==> config.mk <==
export PLATFORM = sky130hd
export DESIGN_NAME = thunderbird_lamp_sequencer
export DESIGN_NICKNAME = d
export VERILOG_FILES = /design/src/rtl/thunderbird_pkg.sv /design/src/rtl/tick_prescaler.sv /design/src/rtl/thunderbird_lamp_sequencer.sv
export SDC_FILE = /design/constraint.sdc
export NUM_CORES = 1
export LEC_CHECK = 0
export ABC_CLOCK_PERIOD_IN_PS = 2800
export CAP_MARGIN = 20
export CORE_AREA = 2 2 42 44
export CTS_CLUSTER_DIAMETER = 100
export DETAILED_ROUTE_END_ITERATION = 8
export DIE_AREA = 0 0 44 46
export PLACE_DENSITY_LB_ADDON = 0.2
export SETUP_SLACK_MARGIN = 0.4
export SYNTH_ARGS = -nofsm -noshare
export SYNTH_HDL_FRONTEND = slang
export SYNTH_SLANG_ARGS = --single-unit
export TNS_END_PERCENT = 10
==> constraint.sdc <==
create_clock -name clk -period 2.8 [get_ports clk]
set_clock_uncertainty 0.05 [all_clocks]
set_input_delay 0.42 -clock clk [delete_from_list [all_inputs] [get_ports clk]]
set_output_delay 0.42 -clock clk [all_outputs]
set_load 0.005 [all_outputs]
==> src/rtl/thunderbird_pkg.sv <==
// Shared types and lamp decode for the Thunderbird tail-lamp sequencer.
package thunderbird_pkg;

    typedef enum logic [2:0] {IDLE, L1, L2, L3, R1, R2, R3, HAZ_ON} lamp_state_t;

    typedef logic [5:0] lamp_vec_t;

    localparam int unsigned LA = 0;
    localparam int unsigned LB = 1;
    localparam int unsigned LC = 2;
    localparam int unsigned RA = 3;
    localparam int unsigned RB = 4;
    localparam int unsigned RC = 5;

    localparam lamp_vec_t LEFT_MASK  = 6'b000111;
    localparam lamp_vec_t RIGHT_MASK = 6'b111000;

    function automatic lamp_vec_t decode_lamps(input lamp_state_t s);
        lamp_vec_t v;
        v = '0;
        case (s)
            L1: v[LA] = 1'b1;
            L2: begin
                v[LA] = 1'b1;
                v[LB] = 1'b1;
            end
            L3: v = LEFT_MASK;
            R1: v[RA] = 1'b1;
            R2: begin
                v[RA] = 1'b1;
                v[RB] = 1'b1;
            end
            R3: v = RIGHT_MASK;
            HAZ_ON: v = '1;
            default: v = '0;
        endcase
        return v;
    endfunction

endpackage

==> src/rtl/tick_prescaler.sv <==
// Free-running 0..DIV-1 counter; o_tick is high for the single cycle at DIV-1.
module tick_prescaler #(
    parameter int unsigned DIV = 4
) (
    input  logic clk,
    input  logic RESET,
    output logic o_tick
);

    localparam int unsigned CW = (DIV > 1) ? $clog2(DIV) : 1;
    localparam logic [CW-1:0] LAST = CW'(DIV - 1);

    logic [CW-1:0] count;

    always_ff @(posedge clk or posedge RESET) begin
        if (RESET) begin
            count <= '0;
        end else if (count == LAST) begin
            count <= '0;
        end else begin
            count <= count + 1'b1;
        end
    end

    assign o_tick = (count == LAST);

endmodule

==> src/rtl/thunderbird_lamp_sequencer.sv <==
// Arbitrates turn/hazard/brake requests and drives the six tail lamps at the
// prescaled step rate; all outputs are registered from next-state logic.
module thunderbird_lamp_sequencer
    import thunderbird_pkg::*;
#(
    parameter int unsigned TICK_DIV = 4
) (
    input  logic clk,
    input  logic RESET,
    input  logic i_TurnLeft,
    input  logic i_TurnRight,
    input  logic i_Hazard,
    input  logic i_Brake,
    output logic o_La,
    output logic o_Lb,
    output logic o_Lc,
    output logic o_Ra,
    output logic o_Rb,
    output logic o_Rc,
    output logic o_Busy
);

    lamp_state_t state;
    lamp_state_t state_next;
    lamp_vec_t   lamps;
    lamp_vec_t   lamps_next;
    logic        busy;
    logic        tick;
    logic        haz;

    tick_prescaler #(.DIV(TICK_DIV)) u_prescaler (
        .clk    (clk),
        .RESET  (RESET),
        .o_tick (tick)
    );

    assign haz = i_Hazard | (i_TurnLeft & i_TurnRight);

    always_comb begin
        state_next = state;
        if (tick) begin
            if (haz && (state != HAZ_ON)) begin
                state_next = HAZ_ON;
            end else begin
                case (state)
                    HAZ_ON: state_next = IDLE;
                    IDLE: begin
                        if (i_TurnLeft)       state_next = L1;
                        else if (i_TurnRight) state_next = R1;
                    end
                    L1:      state_next = L2;
                    L2:      state_next = L3;
                    L3:      state_next = IDLE;
                    R1:      state_next = R2;
                    R2:      state_next = R3;
                    R3:      state_next = IDLE;
                    default: state_next = IDLE;
                endcase
            end
        end
    end

    // Brake lights whichever side is not sequencing; hazard (on or off phase) masks it.
    always_comb begin
        lamps_next = decode_lamps(state_next);
        if (i_Brake) begin
            case (state_next)
                IDLE:       if (!haz) lamps_next = '1;
                L1, L2, L3: lamps_next = lamps_next | RIGHT_MASK;
                R1, R2, R3: lamps_next = lamps_next | LEFT_MASK;
                default:    ;
            endcase
        end
    end

    always_ff @(posedge clk or posedge RESET) begin
        if (RESET) begin
            state <= IDLE;
            lamps <= '0;
            busy  <= 1'b0;
        end else begin
            state <= state_next;
            lamps <= lamps_next;
            busy  <= (state_next != IDLE);
        end
    end

    assign o_La   = lamps[LA];
    assign o_Lb   = lamps[LB];
    assign o_Lc   = lamps[LC];
    assign o_Ra   = lamps[RA];
    assign o_Rb   = lamps[RB];
    assign o_Rc   = lamps[RC];
    assign o_Busy = busy;

endmodule

* Word level (Yosys, flattened, before mapping)
Cells that the tools add are included. W data, S select, Z words.
Word-level totals: memories kept 0, latch bits 0, word-level logic and storage cells 51, output and inout bits 7, RAM bits 0, bits in read-only memories 0, flip-flop bits (word level) 12, bits of input ports 6
Operators by class: add/subtract/negate cells 1, divide/modulo/power cells 0, muxes and demuxes 15, order comparisons 0, equal/unequal tests 16, reductions and logical operators 13, bitwise operators 2, shift-type cells 0, multiply operators 0
Operator list (number):
- $eq A3 B3 Y1 const B | 8
- $pmux W3 S6 | 1
- $pmux W6 S3 | 1
- $reduce_or A3 Y1 | 5
- $eq A3 B2 Y1 const B | 4
- $mux W3 | 4
- $mux W6 | 2
- $reduce_or A4 Y1 | 2
- $eq A3 B1 Y1 const B | 2
- $logic_not A3 Y1 | 2
- $mux W1 | 6
- $reduce_or A2 Y1 | 2
- $ne A3 B3 Y1 const B | 1
- $reduce_bool A3 Y1 | 1
- $add A2 B1 Y2 const B | 1
- $eq A2 B2 Y1 const B | 1
- $mux W2 | 1
- $and A1 B1 Y1 | 1
- $logic_and A1 B1 Y1 | 1
- $or A1 B1 Y1 | 1

* Longest topological paths before layout
depth in word-level cells 11, mapped depth 8, mapped depth without buffers 7

* By module
From an unflattened synthesis, not the netlist that was laid out.
Unflattened totals: cells, all modules 71, area, all modules 694.4 um^2
By module, submodules not included:
- thunderbird_lamp_sequencer | area each 624.3 um^2, times used 1, cells an instance 66, sequential area each 250.2 um^2
- tick_prescaler | area each 70.1 um^2, times used 1, cells an instance 5, sequential area each 50.0 um^2

* Worst setup path after synthesis
OpenSTA, ideal clock, no wires.
path type register to register, start point register u_prescaler.count[0], end point register lamps[2], data arrival time 1.804 ns, path slack 0.877 ns, path buffers 2, required time 2.682 ns, setup time 0.068 ns, period minus slack after synthesis 1.923 ns, cell stages (with the launch flop) 9, cell sequence dfrtp_1 ha_1 buf_6 nor2b_4 a22o_1 a211o_1 buf_6 or3_1 nand3_1
Between the ends: word-level cells in the longest chain between the ends 8, elaborated cells between the ends (all ways) 17, those cells by class eq/ne: 8; mux: 5; reduce/logical: 4
Ends and longest elaborated chain:
- from (decl) | RTL line tick_prescaler.sv:13 | logic [CW-1:0] count;
- from (signal assigned) | RTL line tick_prescaler.sv:21 | count <= count + 1'b1;
- $eq A2 B2 Y1 * | RTL line tick_prescaler.sv:25 | assign o_tick = (count == LAST);
- $mux W3 * | RTL line thunderbird_lamp_sequencer.sv:41 | if (tick) begin
- named net state_next[1] | RTL line thunderbird_lamp_sequencer.sv:24 | lamp_state_t state_next;
- $eq A3 B2 Y1 or $eq A3 B3 Y1 (tied branches) | RTL line thunderbird_pkg.sv:21, thunderbird_lamp_sequencer.sv:67
- $reduce_or A2 Y1 (no line)
- $mux W1 | RTL line thunderbird_pkg.sv:21 | case (s)
- $mux W6 | RTL line thunderbird_lamp_sequencer.sv:68 | IDLE: if (!haz) lamps_next = '1;
- $pmux W6 S3 | RTL line thunderbird_lamp_sequencer.sv:67 | case (state_next)
- $mux W6 * | RTL line thunderbird_lamp_sequencer.sv:66 | if (i_Brake) begin
- named net lamps_next[2] | RTL line thunderbird_lamp_sequencer.sv:26 | lamp_vec_t lamps_next;
- to (signal assigned) | RTL line thunderbird_lamp_sequencer.sv:83 | lamps <= lamps_next;
- to (decl) | RTL line thunderbird_lamp_sequencer.sv:25 | lamp_vec_t lamps;
Mark *: on every way through the listed nets, which the timed path passes. The rest lies on a longest branch.

* Worst setup path after layout
start point input i_TurnLeft, end point register lamps[0]
Between the ends: word-level cells in the longest chain between the ends 11, elaborated cells between the ends (all ways) 22, those cells by class eq/ne: 7; mux: 8; bitwise: 2; reduce/logical: 5
Ends and longest elaborated chain:
- from (decl) | RTL line thunderbird_lamp_sequencer.sv:10 | input logic i_TurnLeft,
- parallel branches: the longest is 10 deep, another holds $pmux W3 S6
- $mux W6 * | RTL line thunderbird_lamp_sequencer.sv:66
- named net lamps_next[0] | RTL line thunderbird_lamp_sequencer.sv:26
Mark *: on every way through the listed nets, which the timed path passes.

==> results by group <==
Worst setup path
  – Crit path DAT: 2.23 ns
  – Crit-path max FO: 10
  – R2R setup slack: approximately 0.78 ns
  – Worst setup SP type: input port
  – Setup Crit Path Kind: in -> reg
  – Worst EP required: 2.91 ns
  – Setup crit end kind: flop

Clock tree
  – PostCTS Resize Cnt: 0
  – CTS H-Tree Depth: 1
  – TritonCTS clock tree: yes
  – Worst-Skew Late Latency: ~0.26 ns
  – CTS sink count: 12
  – CTS Buffer Depth: 2
  – Clk pin slew, worst setup/hold paths: 0.07 ns
  – Num CTS Buffers: 3
  – CTS root buf: clkbuf_4
  – Post-CTS Hold Fix Bufs: 0
  – Post-CTS Setup Bufs: 0

Global route
  – Remaining Overflow, GRT: 0
  – Global-route wire length before repair: 1.95 mm
  – Met1 usage: 17.2%
  – Number of global-route vias before repair: roughly 480
  – Met2 Use GR: 20.6%
  – Largest net degree at the start of global routing: 13
  – GR Util met3: 2.78%
  – GRT Max-Usage Layer: met2
  – GRT Total Usage: 13.7%
  – Antenna violations before repair: 0

Yosys
  – Syn_nets: 72
  – Simple-Gate Fraction of Synth Area: 20.4%
  – Cell area after synthesis: 657 sq um
  – Number of synthesized register bits: 12
  – Syn Area/Cell: 10.1 sq um
  – Synth Area in Adders: about 1.9%
  – Synth cell types: 31
  – Synth Flop Type: dfrtp_1
  – Largest family of logic cells by synthesized area: compound AO/OA/AOI/OAI gates
  – Post-synthesis sequential area ratio: 45.7%
  – Post-synthesis compound-gate area fraction: a little under a quarter
  – Synth warn: 0
  – Post-synthesis mux area share: 0%
  – Syn Inst Count: 65
  – EDFF count, synth: 0
  – XOR/XNOR Fraction of Synth Area: 0%
  – Async set-or-reset flop fraction in the synthesized netlist: 100%

Hold path
  – Worst min-delay path class: reg -> reg

Layout
  – Nets@finish: 84
  – Diodes inserted: 0
  – Filler Cells Inserted: 161
  – Share of cells above drive strength 1: approximately an eighth
  – Final core utilization: ~49%
  – Syn-to-layout area delta: 20.4%
  – Post-route design area: a little under 800 sq um

Placed design
  – DP Area: 754 sq um
  – IO buf count: 12
  – Placer Congestion: 0.760
  – DP HPWL: 884 microns

Routing
  – DR vias: 513
  – Vias/cell: 5.52
  – Remaining DRCs: 0
  – Drt wl/cell: 12.7 microns
  – DR pass1 iterations: 3
  – DR iter-0 viols: 6
  – Detail Route Antenna Nets: 0
  – Final WL: approximately 1.2 mm

Timing
  – Slew Viols, Final: 0
  – Final setup vio count: 0
  – Tightest hold margin: 0.380 ns
  – Final Critical Period: 2.12 ns
  – Worst slew pin tran: 0.511 ns
  – Crit share post-route: 75.6%
  – Final Hold Violating Endpoints: 0
  – RSZ-0062 raised after global routing: no
  – Fmax: ~470 MHz
  – Post-route setup TNS: 0 ns
  – Relative slew slack: between 60% and 70%

Status
  – Status: completed

Power and ir drop
  – PD cells: 964 nW/um^2
  – Maximum VDD drop: between 0.4 and 0.5 mV
  – Pwr Total: 763 uW
  – Static leakage: 0.313 nW

Die
  – Die area: 2020 sq um
  – DIE HEIGHT: 46 microns
  – Core ar.: approximately 1600 sq um
  – I/O Pins: 13
  – Die Wd: 44 microns
  – Starting Density: 40.7%
  – # rows: 15

Job
  – Max_cap viols: 0
cells in the mapped netlist, types with 2 or more instances:
master	count	area, sq um
a211o_1	2	17.5
a21oi_1	6	30.0
buf_2	2	10.0
buf_6	3	33.8
dfrtp_1	12	300
inv_1	3	11.3
nand2_1	7	26.3
nand2b_1	2	12.5
nor2_1	4	15.0
o21ai_0	2	10.0
or2b_1	2	15.0
path summary, 6_finish.rpt:
path                                   endpoint  cells past startpoint                 start
min                        u_prescaler.count[0]                      1  u_prescaler.count[0]
max in group asynchronous              state[2]                      2                 RESET
max                                    lamps[0]                      6            i_TurnLeft
min reg2reg                u_prescaler.count[0]                      1  u_prescaler.count[0]
max reg2reg                            lamps[2]                      6  u_prescaler.count[0]
min in group asynchronous  u_prescaler.count[1]                      2                 RESET
critical path, stage by stage:
cell	delay (ns)
clkdlybuf4s50_1	0.46
a21oi_2	0.37
a21oi_1	0.13
a211oi_4	0.46
a21oi_1	0.13
a221oi_1	0.25
layout by cell type, fill, tap and decap left out, types with 2 or more instances in the layout:
master / Yosys / layout
dfrtp_1: 12 / 12
inv_1: 3 / 3
nand2_1: 7 / 7
nor2_1: 4 / 4
clkdlybuf4s50_1: 0 / 12
o21ai_0: 2 / 2
a21oi_1: 6 / 6
a211o_1: 2 / 2
nand2b_1: 2 / 2
or2b_1: 2 / 2
clkbuf_4: 0 / 3
metal layers:
| layer | share of wire, % | vias up | wire length (microns) |
|---|---|---|---|
| met5 | 0 | - | 0 |
| met4 | 1.0 | 0 | 12 |
| met3 | 3.3 | 2 | 39 |
| met2 | 50 | 6 | 591 |
| met1 | 45 | 255 | 537 |
| li1 | - | 250 | - |
area by class of cell:
cell class	count	area, sq um	area share, %
Tap cell	17	21.3	2.69
Sequential cell	12	300	38.0
Multi-Input combinational cell	44	298	37.7
Clock buffer	4	36.3	4.59
Timing Repair Buffer	12	120	15.2
Inverter	4	15.0	1.90
state kept, by name (all words and copies together) (netlist names):
| name | cells |
|---|---|
| lamps | 6 |
| o_Busy | 1 |
| state | 3 |
| u_prescaler.count | 2 |
per-stage QoR:
| step | std cells | worst slack (ns) |
|---|---|---|
| after floorplan | 65 | 0.877 |
| after global placement | 89 | 0.428 |
| after detailed placement | 89 | 0.427 |
| after CTS | 93 | 0.690 |
| after global routing | 93 | 0.521 |
| final | 93 | 0.682 |
power by group:
part           switching (mW)  internal, mW
clock                  0.0524        0.0788
combinational           0.146         0.178
sequential             0.0674         0.240
total                   0.266         0.497
logic make-up after synthesis:
| family | count (synthesis) |
|---|---|
| buf+inv | 9 |
| simple gates | 23 |
| compound gates | 20 |
| fa+ha+maj | 1 |
| flops | 12 |
(Power assumes the default switching activity.)
